### src/rtl/hl_relu_ctrl.sv
// Hidden-layer activation sequencer: walks the accumulator buffer once, streams each
// word through the external ReLU PE, requantizes it and writes the activation buffer.
module hl_relu_ctrl #(
  parameter int DATA_W      = 32,
  parameter int NUM_NEURONS = 64,
  parameter int ADDR_W      = 6,
  parameter int OUT_W       = 8,
  parameter int SHIFT       = 8
) (
  input  logic              clk,
  input  logic              rst_n,
  input  logic              start,
  output logic              busy,
  output logic              done,
  output logic              hl_rd_en,
  output logic [ADDR_W-1:0] hl_rd_addr,
  input  logic [DATA_W-1:0] hl_rd_data,
  output logic [DATA_W-1:0] relu_in,
  input  logic [DATA_W-1:0] relu_out,
  output logic              act_wr_en,
  output logic [ADDR_W-1:0] act_wr_addr,
  output logic [OUT_W-1:0]  act_wr_data,
  output logic [ADDR_W:0]   pos_cnt
);

  // Handshake: start is accepted only in IDLE; busy covers RUN and DRAIN; done is a
  // single-cycle pulse in FIN, after which the block returns to IDLE for one cycle.
  typedef enum logic [1:0] {
    IDLE  = 2'd0,
    RUN   = 2'd1,
    DRAIN = 2'd2,
    FIN   = 2'd3
  } state_e;

  localparam logic [ADDR_W-1:0] LAST_ADDR = ADDR_W'(NUM_NEURONS - 1);
  localparam logic [DATA_W-1:0] OUT_MAX   = {{(DATA_W-OUT_W){1'b0}}, {OUT_W{1'b1}}};

  state_e            state_q, state_d;
  logic [ADDR_W-1:0] rd_addr_q, rd_addr_d;
  logic              rd_en_q, rd_en_d;
  logic              busy_q, busy_d;
  logic              done_q, done_d;
  logic              drain_q, drain_d;
  logic              vld1_q, vld1_d;
  logic [ADDR_W-1:0] addr1_q, addr1_d;
  logic              wr_en_q, wr_en_d;
  logic [ADDR_W-1:0] wr_addr_q, wr_addr_d;
  logic [OUT_W-1:0]  wr_data_q, wr_data_d;
  logic [ADDR_W:0]   pos_cnt_q, pos_cnt_d;

  logic [DATA_W-1:0] shifted;
  logic [OUT_W-1:0]  quant;
  logic              pos_inc;

  assign relu_in = hl_rd_data;

  // relu_out is trusted to be non-negative, so a logical shift is sufficient.
  assign shifted = relu_out >> SHIFT;
  assign quant   = (shifted > OUT_MAX) ? {OUT_W{1'b1}} : shifted[OUT_W-1:0];
  assign pos_inc = vld1_q && !hl_rd_data[DATA_W-1] && (|hl_rd_data);

  always_comb begin
    state_d   = state_q;
    rd_addr_d = rd_addr_q;
    rd_en_d   = 1'b0;
    busy_d    = 1'b0;
    done_d    = 1'b0;
    drain_d   = drain_q;
    vld1_d    = rd_en_q;
    addr1_d   = rd_addr_q;
    wr_en_d   = vld1_q;
    wr_addr_d = vld1_q ? addr1_q : wr_addr_q;
    wr_data_d = vld1_q ? quant : wr_data_q;
    pos_cnt_d = pos_cnt_q + {{ADDR_W{1'b0}}, pos_inc};

    case (state_q)
      IDLE: begin
        if (start) begin
          state_d   = RUN;
          rd_en_d   = 1'b1;
          rd_addr_d = '0;
          busy_d    = 1'b1;
          pos_cnt_d = '0;
        end
      end
      RUN: begin
        busy_d = 1'b1;
        if (rd_addr_q == LAST_ADDR) begin
          state_d = DRAIN;
          drain_d = 1'b0;
        end else begin
          rd_en_d   = 1'b1;
          rd_addr_d = rd_addr_q + ADDR_W'(1);
        end
      end
      DRAIN: begin
        // Two cycles cover the read latency plus the output register stage.
        if (drain_q) begin
          state_d = FIN;
          done_d  = 1'b1;
        end else begin
          busy_d  = 1'b1;
          drain_d = 1'b1;
        end
      end
      FIN: begin
        state_d = IDLE;
      end
      default: begin
        state_d = IDLE;
      end
    endcase
  end

  always_ff @(posedge clk or negedge rst_n) begin
    if (!rst_n) begin
      state_q   <= IDLE;
      rd_addr_q <= '0;
      rd_en_q   <= 1'b0;
      busy_q    <= 1'b0;
      done_q    <= 1'b0;
      drain_q   <= 1'b0;
      vld1_q    <= 1'b0;
      addr1_q   <= '0;
      wr_en_q   <= 1'b0;
      wr_addr_q <= '0;
      wr_data_q <= '0;
      pos_cnt_q <= '0;
    end else begin
      state_q   <= state_d;
      rd_addr_q <= rd_addr_d;
      rd_en_q   <= rd_en_d;
      busy_q    <= busy_d;
      done_q    <= done_d;
      drain_q   <= drain_d;
      vld1_q    <= vld1_d;
      addr1_q   <= addr1_d;
      wr_en_q   <= wr_en_d;
      wr_addr_q <= wr_addr_d;
      wr_data_q <= wr_data_d;
      pos_cnt_q <= pos_cnt_d;
    end
  end

  assign busy        = busy_q;
  assign done        = done_q;
  assign hl_rd_en    = rd_en_q;
  assign hl_rd_addr  = rd_addr_q;
  assign act_wr_en   = wr_en_q;
  assign act_wr_addr = wr_addr_q;
  assign act_wr_data = wr_data_q;
  assign pos_cnt     = pos_cnt_q;

endmodule

### config.mk
export PLATFORM = sky130hd
export DESIGN_NAME = hl_relu_ctrl
export DESIGN_NICKNAME = d
export VERILOG_FILES = /design/src/rtl/hl_relu_ctrl.sv
export SDC_FILE = /design/constraint.sdc
export NUM_CORES = 1
export LEC_CHECK = 0
export CAP_MARGIN = 20
export CORE_AREA = 2 2 76 78
export DETAILED_ROUTE_END_ITERATION = 6
export DIE_AREA = 0 0 78 80
export GPL_TIMING_DRIVEN = 0
export PLACE_DENSITY_LB_ADDON = 0.3
export SLEW_MARGIN = 20
export SYNTH_ARGS = -nofsm -noshare
export SYNTH_HDL_FRONTEND = slang
export SYNTH_SLANG_ARGS = --single-unit
export TNS_END_PERCENT = 30
### constraint.sdc
create_clock -name clk -period 3.5 [get_ports clk]
set_input_delay 0.7 -clock clk [delete_from_list [all_inputs] [get_ports clk]]
set_output_delay 0.7 -clock clk [all_outputs]
set_load 0.02 [all_outputs]
**Word level (Yosys, flattened, before mapping)**

Cells that the tools add are included.

- Register bits: 41
- Input bits: 67
- Output and inout port bits: 63

- Add/subtract/negate cells: 2
- Order comparisons: 1
- Equal/unequal tests: 8
- Multiplexer cells: 19
- Reduce and logical (&&, ||, !) cells: 10

Operators by type and width:

| kind | count |
|---|---|
| 32-bit OR reduction | 1 |
| 24-bit by 8-bit > comparator with 1-bit output, second input constant | 1 |
| 7-bit two-way mux | 2 |
| 6-bit two-way mux | 2 |
| 6-bit one-hot mux with 2 select lines | 1 |
| 8-bit two-way mux | 1 |
| 2-bit inequality test, second input constant | 4 |
| 2-bit one-hot mux with 4 select lines | 1 |
| 7-bit by 1-bit adder with 7-bit output | 1 |
| 6-bit by 1-bit adder with 6-bit output, second input constant | 1 |
| 6-bit == test, second input constant | 1 |
| 1-bit two-way mux | 6 |
| 2-bit two-way mux | 3 |
| 3-bit AND reduction | 2 |
| 2-bit == test, second input constant | 2 |
| 1-bit one-hot mux with 2 select lines | 2 |
| 2-bit nonzero test | 2 |
| 1-bit one-hot mux with 3 select lines | 1 |
| 2-bit by 1-bit == test with 1-bit output, second input constant | 1 |
| 1-bit logical AND | 2 |
| 2-bit logical NOT | 1 |
| 2-bit AND reduction | 1 |
| 1-bit logical NOT | 1 |

**Longest topological paths before layout**

Gate-level depths: netlist of the first run.

- Depth after elaboration: 6
- Mapped depth: 10
- Depth with buffers taken out: 10

**Worst setup path after synthesis of the first run**

No wires, ideal clock.

- Path type: input to register
- Start: input relu_out[30]
- End: register wr_data_q[0] (netlist: act_wr_data[0])
- Setup time: 0.121 ns
- Arrival time: 1.972 ns
- Required time: 3.379 ns
- Path slack: 1.407 ns
- Cell stages on the path: 4
- Path buffers: 1
- Cells stage by stage: or4b_1 or4_1 buf_2 o22a_1

- Longest elaborated chain between the ends: 2

Ends and longest elaborated chain:

| item | line | source |
|---|---|---|
| start, declared | 19 | `input logic [DATA_W-1:0] relu_out,` |
| 24-bit by 8-bit > comparator with 1-bit output | 59 | `assign quant = (shifted > OUT_MAX) ? {OUT_W{1'b1}} : shifted[OUT_W-1:0];` |
| 8-bit two-way mux | 59 |  |
| end signal, assigned | 140 | `wr_data_q <= wr_data_d;` |
| end, declared | 48 | `logic [OUT_W-1:0] wr_data_q, wr_data_d;` |

Every way passes these cells.
A chain may end at the register's enable or synchronous reset.

**Final worst setup path of the first run**

- Start: input hl_rd_data[17]
- End: output relu_in[17]

RTL lines:

| item | line | source |
|---|---|---|
| start, declared | 17 | `input logic [DATA_W-1:0] hl_rd_data,` |
| end, declared | 18 | `output logic [DATA_W-1:0] relu_in,` |

No word-level cell between the ends.

==> run metrics, run 1 <==
dpl hpwl=about 4300 um; routed wire length=5280 um; fill count=roughly 450; global placement routability congestion=about 0.8; number of global-route vias before repair=1,819; critical path's most frequent cell=clkdlybuf4s50_1; CTS tree=built; Worst EP arrival=1.93 ns; Flop pwr share=45.0%; status=completed; # DRC=0; top cell type's share of synthesized area=50.2%; Post-CTS Hold Buffers=0; clk_lat worst skew=about 0.29 ns; Starting Density=37.8%; Place WS=0.669 ns; ys async rst share=100%; Vias/cell=roughly 4.7; Yosys top cell by area=dfrtp_1; layout net count=between 300 and 400; GRT Total Usage=between 15 and 20%; Worst Max-Slew Pin Slew=~0.48 ns; min Tclk post-route=approximately 2.6 ns; Final Hold Viols=0; post-synthesis sequential area ratio=about 50%; CP Max Fanout=2; top-level port count=130; FF+latch count, synth=41; Core Area=around 0.0054 sq mm; CTS Buf Count=5; endpoints failing setup=0; post-CTS setup buffers=0; crit path launch type=input port; clk buf depth=2; IO buf count=approximately 120; full die area=between 0.006 and 0.007 sq mm; top cells by area in the synthesized netlist=dfrtp_1 50%, buf_4 12%, ha_1 4.3%; max cap viols=0; Peak VDD IR=~0.26 mV; PostCTS Resize Cnt=0; max-slew violations=0; clk_skew=about 0.0022 ns; number of synthesis warnings=0; chip height=~80 um; Syn Inst Count=about 190; CP peak stage delay=0.58 ns; max_slew headroom=about two thirds; Die Wd=78 um; H-tree Lvls=2; initial antenna violation count=0; vias=around 1,800; largest net degree at the start of global routing=33; synthesized area=between 0.002 and 0.0025 sq mm; slowest CP cell=clkdlybuf4s50_1; Critical Path Sink Type=output port; Sink Count=41; Lkg Pwr=approximately 1.4 nW; Starting DRT DRC Count=45; Top FF cell, synth=dfrtp_1; clock share of power=25.3%; FP Rows=27; crit-path leading delay family=buffers and inverters; area delta synth->final=68.9%; Period Utilization, post-route=75.1%; Setup WS post-layout=between 0.8 and 0.9 ns; combinational power share=29.7%; CP cell instances=clkdlybuf4s50_1 > buf_4 > clkdlybuf4s50_1; clk slew on worst S/H paths=0.08 ns; switching power=353 uW; internal power=roughly 860 uW; Crit Path Class=input port to output port; share of layout cells above drive strength 1=roughly 16%; post-route ant nets=0; clock root cell=clkbuf_8; pwr/cell area=about 350 mW/mm^2; ant diodes=0; syn avg cell area=between 10 and 15 sq um; post-synthesis cell type count=36; Post-synth EDFFs=0; unrepaired setup endpoints after global routing=no; WL per Instance=roughly 14 um; Initial DRT Pass Iterations=4; setup TNS=0 ns; first-pass GRT wire length=8470 um; fmax=around 0.38 GHz; Final Core Density=between 60% and 70%; Sw Share=29.0%; min-delay worst type=input port to async pin; Syn Nets=approximately 260; Worst Path Required=2.80 ns; Buf/Inv on CP=3; GRT overflow=0
Yosys cell counts, types with 5 or more instances:
cell type,n
mux2_2,7
o22a_1,8
xnor2_1,5
a21oi_1,5
ha_1,7
nand3_1,5
nand2_1,7
buf_4,33
dfrtp_1,41
nor4_1,10
nor2_1,15
path summary, 6_finish.rpt:
kind	start	endpoint	slack, ns	depth (start not counted)
max	hl_rd_data[17]	relu_in[17]	0.87	3
max in group asynchronous	rst_n	pos_cnt[4]	2.80	2
min	rst_n	hl_rd_addr[5]	0.26	1
min in group clk	vld1_q	act_wr_en	0.39	0
max reg2reg	vld1_q	pos_cnt[6]	1.29	9
min reg2reg	vld1_q	act_wr_en	0.39	0
routing by layer:
| layer | track usage, % | vias up | part of all wire (%) |
|---|---|---|---|
| met2 | 30.9 | 73 | 51 |
| li1 | - | 892 | - |
| met5 | 0 | - | 0 |
| met3 | 6.90 | 10 | 9.0 |
| met1 | 18.2 | 865 | 38 |
| met4 | 7.37 | 0 | 2.2 |
flip-flops by register name, indices dropped and copies added (netlist names), 2 cells and up:
name / cells
addr1_q: 6
hl_rd_addr: 6
state_q: 2
act_wr_data: 8
act_wr_addr: 6
pos_cnt: 7
cells by family (layout without fill, tap and decap cells):
kind of cell	count (synthesis)	in the layout	synth area share, %
AO/OA/AOI/OAI	23	23	8.27
adder cells (fa/ha/maj)	7	7	4.29
XOR/XNOR	7	7	3.00
flip-flops	41	41	50.2
AND/OR/NAND/NOR	57	57	15.0
multiplexers	10	10	5.33
buffers and inverters	42	172	13.9
metrics by stage:
step | power [mW] | hold WS [ns] | instance area (sq um) | instances
2_1_floorplan | 0.712 | 0.355 | 2040 | 187
3_3_place_gp | 0.914 | 0.363 | 3340 | 380
3_5_place_dp | 0.923 | 0.373 | 3360 | 381
4_1_cts | 1.24 | 0.255 | 3450 | 389
5_1_grt | 1.29 | 0.263 | 3450 | 389
6_report | 1.21 | 0.263 | 3450 | 389
power groups by stage:
stage	sequential, mW	combinational (mW)	clock (mW)
finish	0.546	0.361	0.307
global route	0.555	0.392	0.343
CTS	0.548	0.367	0.323
detailed placement	0.558	0.365	0
global placement	0.556	0.358	0
floorplan	0.596	0.115	0
cell usage in the layout, fill, tap and decap left out, types with 4 or more instances in the layout:
master / count
xnor2_1: 5
nor2_1: 15
nand3_1: 5
clkdlybuf4s50_1: 120
inv_1: 4
a21oi_1: 5
ha_1: 7
buf_4: 33
o22a_1: 8
nand2_1: 7
mux2_2: 7
dfrtp_1: 41
clkbuf_8: 5
nor4_1: 10
and2_1: 4
nor3_1: 4
area by class of cell:
class / count / area [sq um] / area share (%)
Inverter: 4 / 15.0 / 0.435
Clock buffer: 5 / 68.8 / 1.99
Clock inverter: 3 / 22.5 / 0.653
Timing Repair Buffer: 122 / 1230 / 35.5
Tap cell: 72 / 90.1 / 2.61
Sequential cell: 41 / 1030 / 29.7
Multi-Input combinational cell: 104 / 732 / 21.2
Buffer: 38 / 269 / 7.80
Note: power is estimated with default switching activity, not from simulation.
==> inputs of run 2 (changes only) <==
--- a/config.mk
+++ b/config.mk
@@ -6,9 +6,9 @@
 export NUM_CORES = 1
 export LEC_CHECK = 0
 export CAP_MARGIN = 20
-export CORE_AREA = 2 2 76 78
+export CORE_AREA = 2 2 82 84
 export DETAILED_ROUTE_END_ITERATION = 6
-export DIE_AREA = 0 0 78 80
+export DIE_AREA = 0 0 84 86
 export GPL_TIMING_DRIVEN = 0
 export PLACE_DENSITY_LB_ADDON = 0.3
 export SLEW_MARGIN = 20
==> constraint.sdc (replaced) <==
create_clock -name clk -period 2.31 [get_ports clk]
set_input_delay 0.462 -clock clk [delete_from_list [all_inputs] [get_ports clk]]
set_output_delay 0.462 -clock clk [all_outputs]
set_load 0.02 [all_outputs]
==> run metrics, run 2 (same netlist as run 1, synthesis figures left out) <==
WL per Instance=between 10 and 15 um; Worst Path Required=between 1.5 and 2 ns; crit-path leading delay family=buffers and inverters; Critical Path Sink Type=output port; Global Route met3 Usage=roughly 4.8%; H-tree Lvls=2; Starting DRT DRC Count=just under 60; clk_lat worst skew=0.29 ns; clk slew on worst S/H paths=roughly 0.07 ns; Crit Path Class=input port to output port; Starting Density=32.5%; IO buf count=around 120; Place WS=-0.189 ns; CTS Buf Count=5; post-route ant nets=0; setup TNS=0 ns; Vias/cell=4.64; Final Hold Viols=0; Setup WS post-layout=between 0.08 and 0.09 ns; Worst EP arrival=1.76 ns; slowest CP cell=clkdlybuf4s50_1; unrepaired setup endpoints after global routing=no; full die area=about 0.0072 sq mm; FF-to-FF path depth=5; pwr/cell area=~530 mW/mm^2; min Tclk post-route=roughly 2.2 ns; dpl hpwl=between 4000 and 5000 um; # DRC=0; CP cell instances=clkdlybuf4s50_1 > buf_4 > clkdlybuf4s50_1; most common cell after layout, fill and taps aside=clkdlybuf4s50_1; GRT Max-Usage Layer=met2; initial antenna violation count=0; clk buf depth=2; max reg flops=8; Core Area=0.00628 sq mm; critical path's most frequent cell=clkdlybuf4s50_1; first-pass GRT wire length=between 8000 and 9000 um; Initial DRT Pass Iterations=4; routed wire length=around 5200 um; Post-CTS Hold Buffers=0; global placement routability congestion=0.826; Lkg Pwr=about 1.4 nW; status=completed; vias=approximately 1,800; endpoints failing setup=0; max-slew violations=0; CP peak stage delay=0.63 ns; area delta synth->final=70.6%; GRT overflow=0; chip height=86 um; fmax=roughly 0.45 GHz; Sink Count=41; ant diodes=0; max_slew headroom=about two thirds; min-delay worst type=input port to async pin; clk_skew=0.00368 ns; Final Core Density=a little under three fifths; share of layout cells above drive strength 1=between 15 and 20%; GRT Total Usage=15.2%; Levels on crit path=3; Buf/Inv on CP=3; crit path launch type=input port; largest net degree at the start of global routing=28; commonest non-fill, non-tap cells in the layout=120 x clkdlybuf4s50_1, 41 x dfrtp_1, 33 x buf_4; Period Utilization, post-route=between 90% and 100%; CP Max Fanout=3; FP Rows=29; Die Wd=84 um; top-level port count=130; M2 GR Usage=a little over a quarter; number of global-route vias before repair=1,832; fill count=544; max cap viols=0; layout net count=a little under 400; Worst Max-Slew Pin Slew=0.480 ns; met1 usage=between 10% and 20%; CTS tree=built; clock root cell=clkbuf_8; Peak VDD IR=around 0.41 mV
==> run 2: changes by cell type in the layout (fill, tap and decap cells not counted), sizes merged <==
cell | previous run | this run
clkinvlp | 3 | 1
clkbuf | 8 | 7
clkinv | 0 | 2
==> run 2: where the power goes <==
part	leakage [nW]	internal, mW	switching (mW)
logic	0.934	0.323	0.243
clock network	0.0439	0.208	0.235
registers	0.446	0.774	0.0531
==> run 2: final timing paths <==
| kind | from | endpoint | slack, ns |
|---|---|---|---|
| min in group clk | hl_rd_en | vld1_q | 0.38 |
| setup reg to reg | vld1_q | act_wr_data[1] | 0.36 |
| hold / removal | rst_n | state_q[1] | 0.07 |
| setup / recovery | hl_rd_data[31] | relu_in[31] | 0.08 |
| max in group asynchronous | rst_n | hl_rd_addr[0] | 1.79 |
| hold reg to reg | hl_rd_en | vld1_q | 0.38 |
==> run 2: what timing repair did <==
item / in CTS / in global routing
gates resized for setup: 0 / 6
buffers inserted: 0 / 0
setup endpoints to repair: 0 / 3
endpoints found under the hold margin: 0 / 0
==> run 2: per-layer routing <==
layer | wire [um] | vias to the layer above | part of all wire, %
met3 | 396 | 4 | 7.6
met2 | 2630 | 79 | 50
li1 | - | 890 | -
met4 | 32 | 0 | 0.61
met5 | 0 | - | 0
met1 | 2170 | 851 | 42
==> run 2: cell type report <==
type / instances / area, sq um / share of cell area [%]
sequential: 41 / 1030 / 29.5
tap: 77 / 96.3 / 2.77
timing repair buffer: 122 / 1230 / 35.2
clock inverter: 3 / 17.5 / 0.503
inverter: 4 / 15.0 / 0.431
multi-input combinational: 104 / 768 / 22.1
buffer: 37 / 265 / 7.61
clock buffer: 5 / 68.8 / 1.98
==> run 2: worst register-to-register path: stages (launching register included) <==
cell     delay (ns)
dfrtp_1        0.35
buf_4          0.22
or4b_1         0.44
or4_1          0.46
buf_2          0.18
o22a_1         0.19
==> run 2: through the flow <==
stage	std cells	total power, mW	cell area, sq um	hold WS [ns]
after floorplan	187	1.08	2040	0.166
final	393	1.84	3480	0.0743
after global placement	385	1.39	3350	0.360
after global routing	393	1.95	3480	0.0848
after CTS	394	1.86	3450	0.0716
after detailed placement	386	1.40	3360	0.362
==> inputs of run 3 (changes only) <==
--- a/config.mk
+++ b/config.mk
@@ -7,6 +7,7 @@
 export LEC_CHECK = 0
 export CAP_MARGIN = 20
 export CORE_AREA = 2 2 82 84
+export CTS_BUF_LIST = sky130_fd_sc_hd__clkbuf_8 sky130_fd_sc_hd__clkbuf_16
 export DETAILED_ROUTE_END_ITERATION = 6
 export DIE_AREA = 0 0 84 86
 export GPL_TIMING_DRIVEN = 0
==> results of run 3 <==
Same layout as run 2: the final DEF is identical, and so are final timing and power.
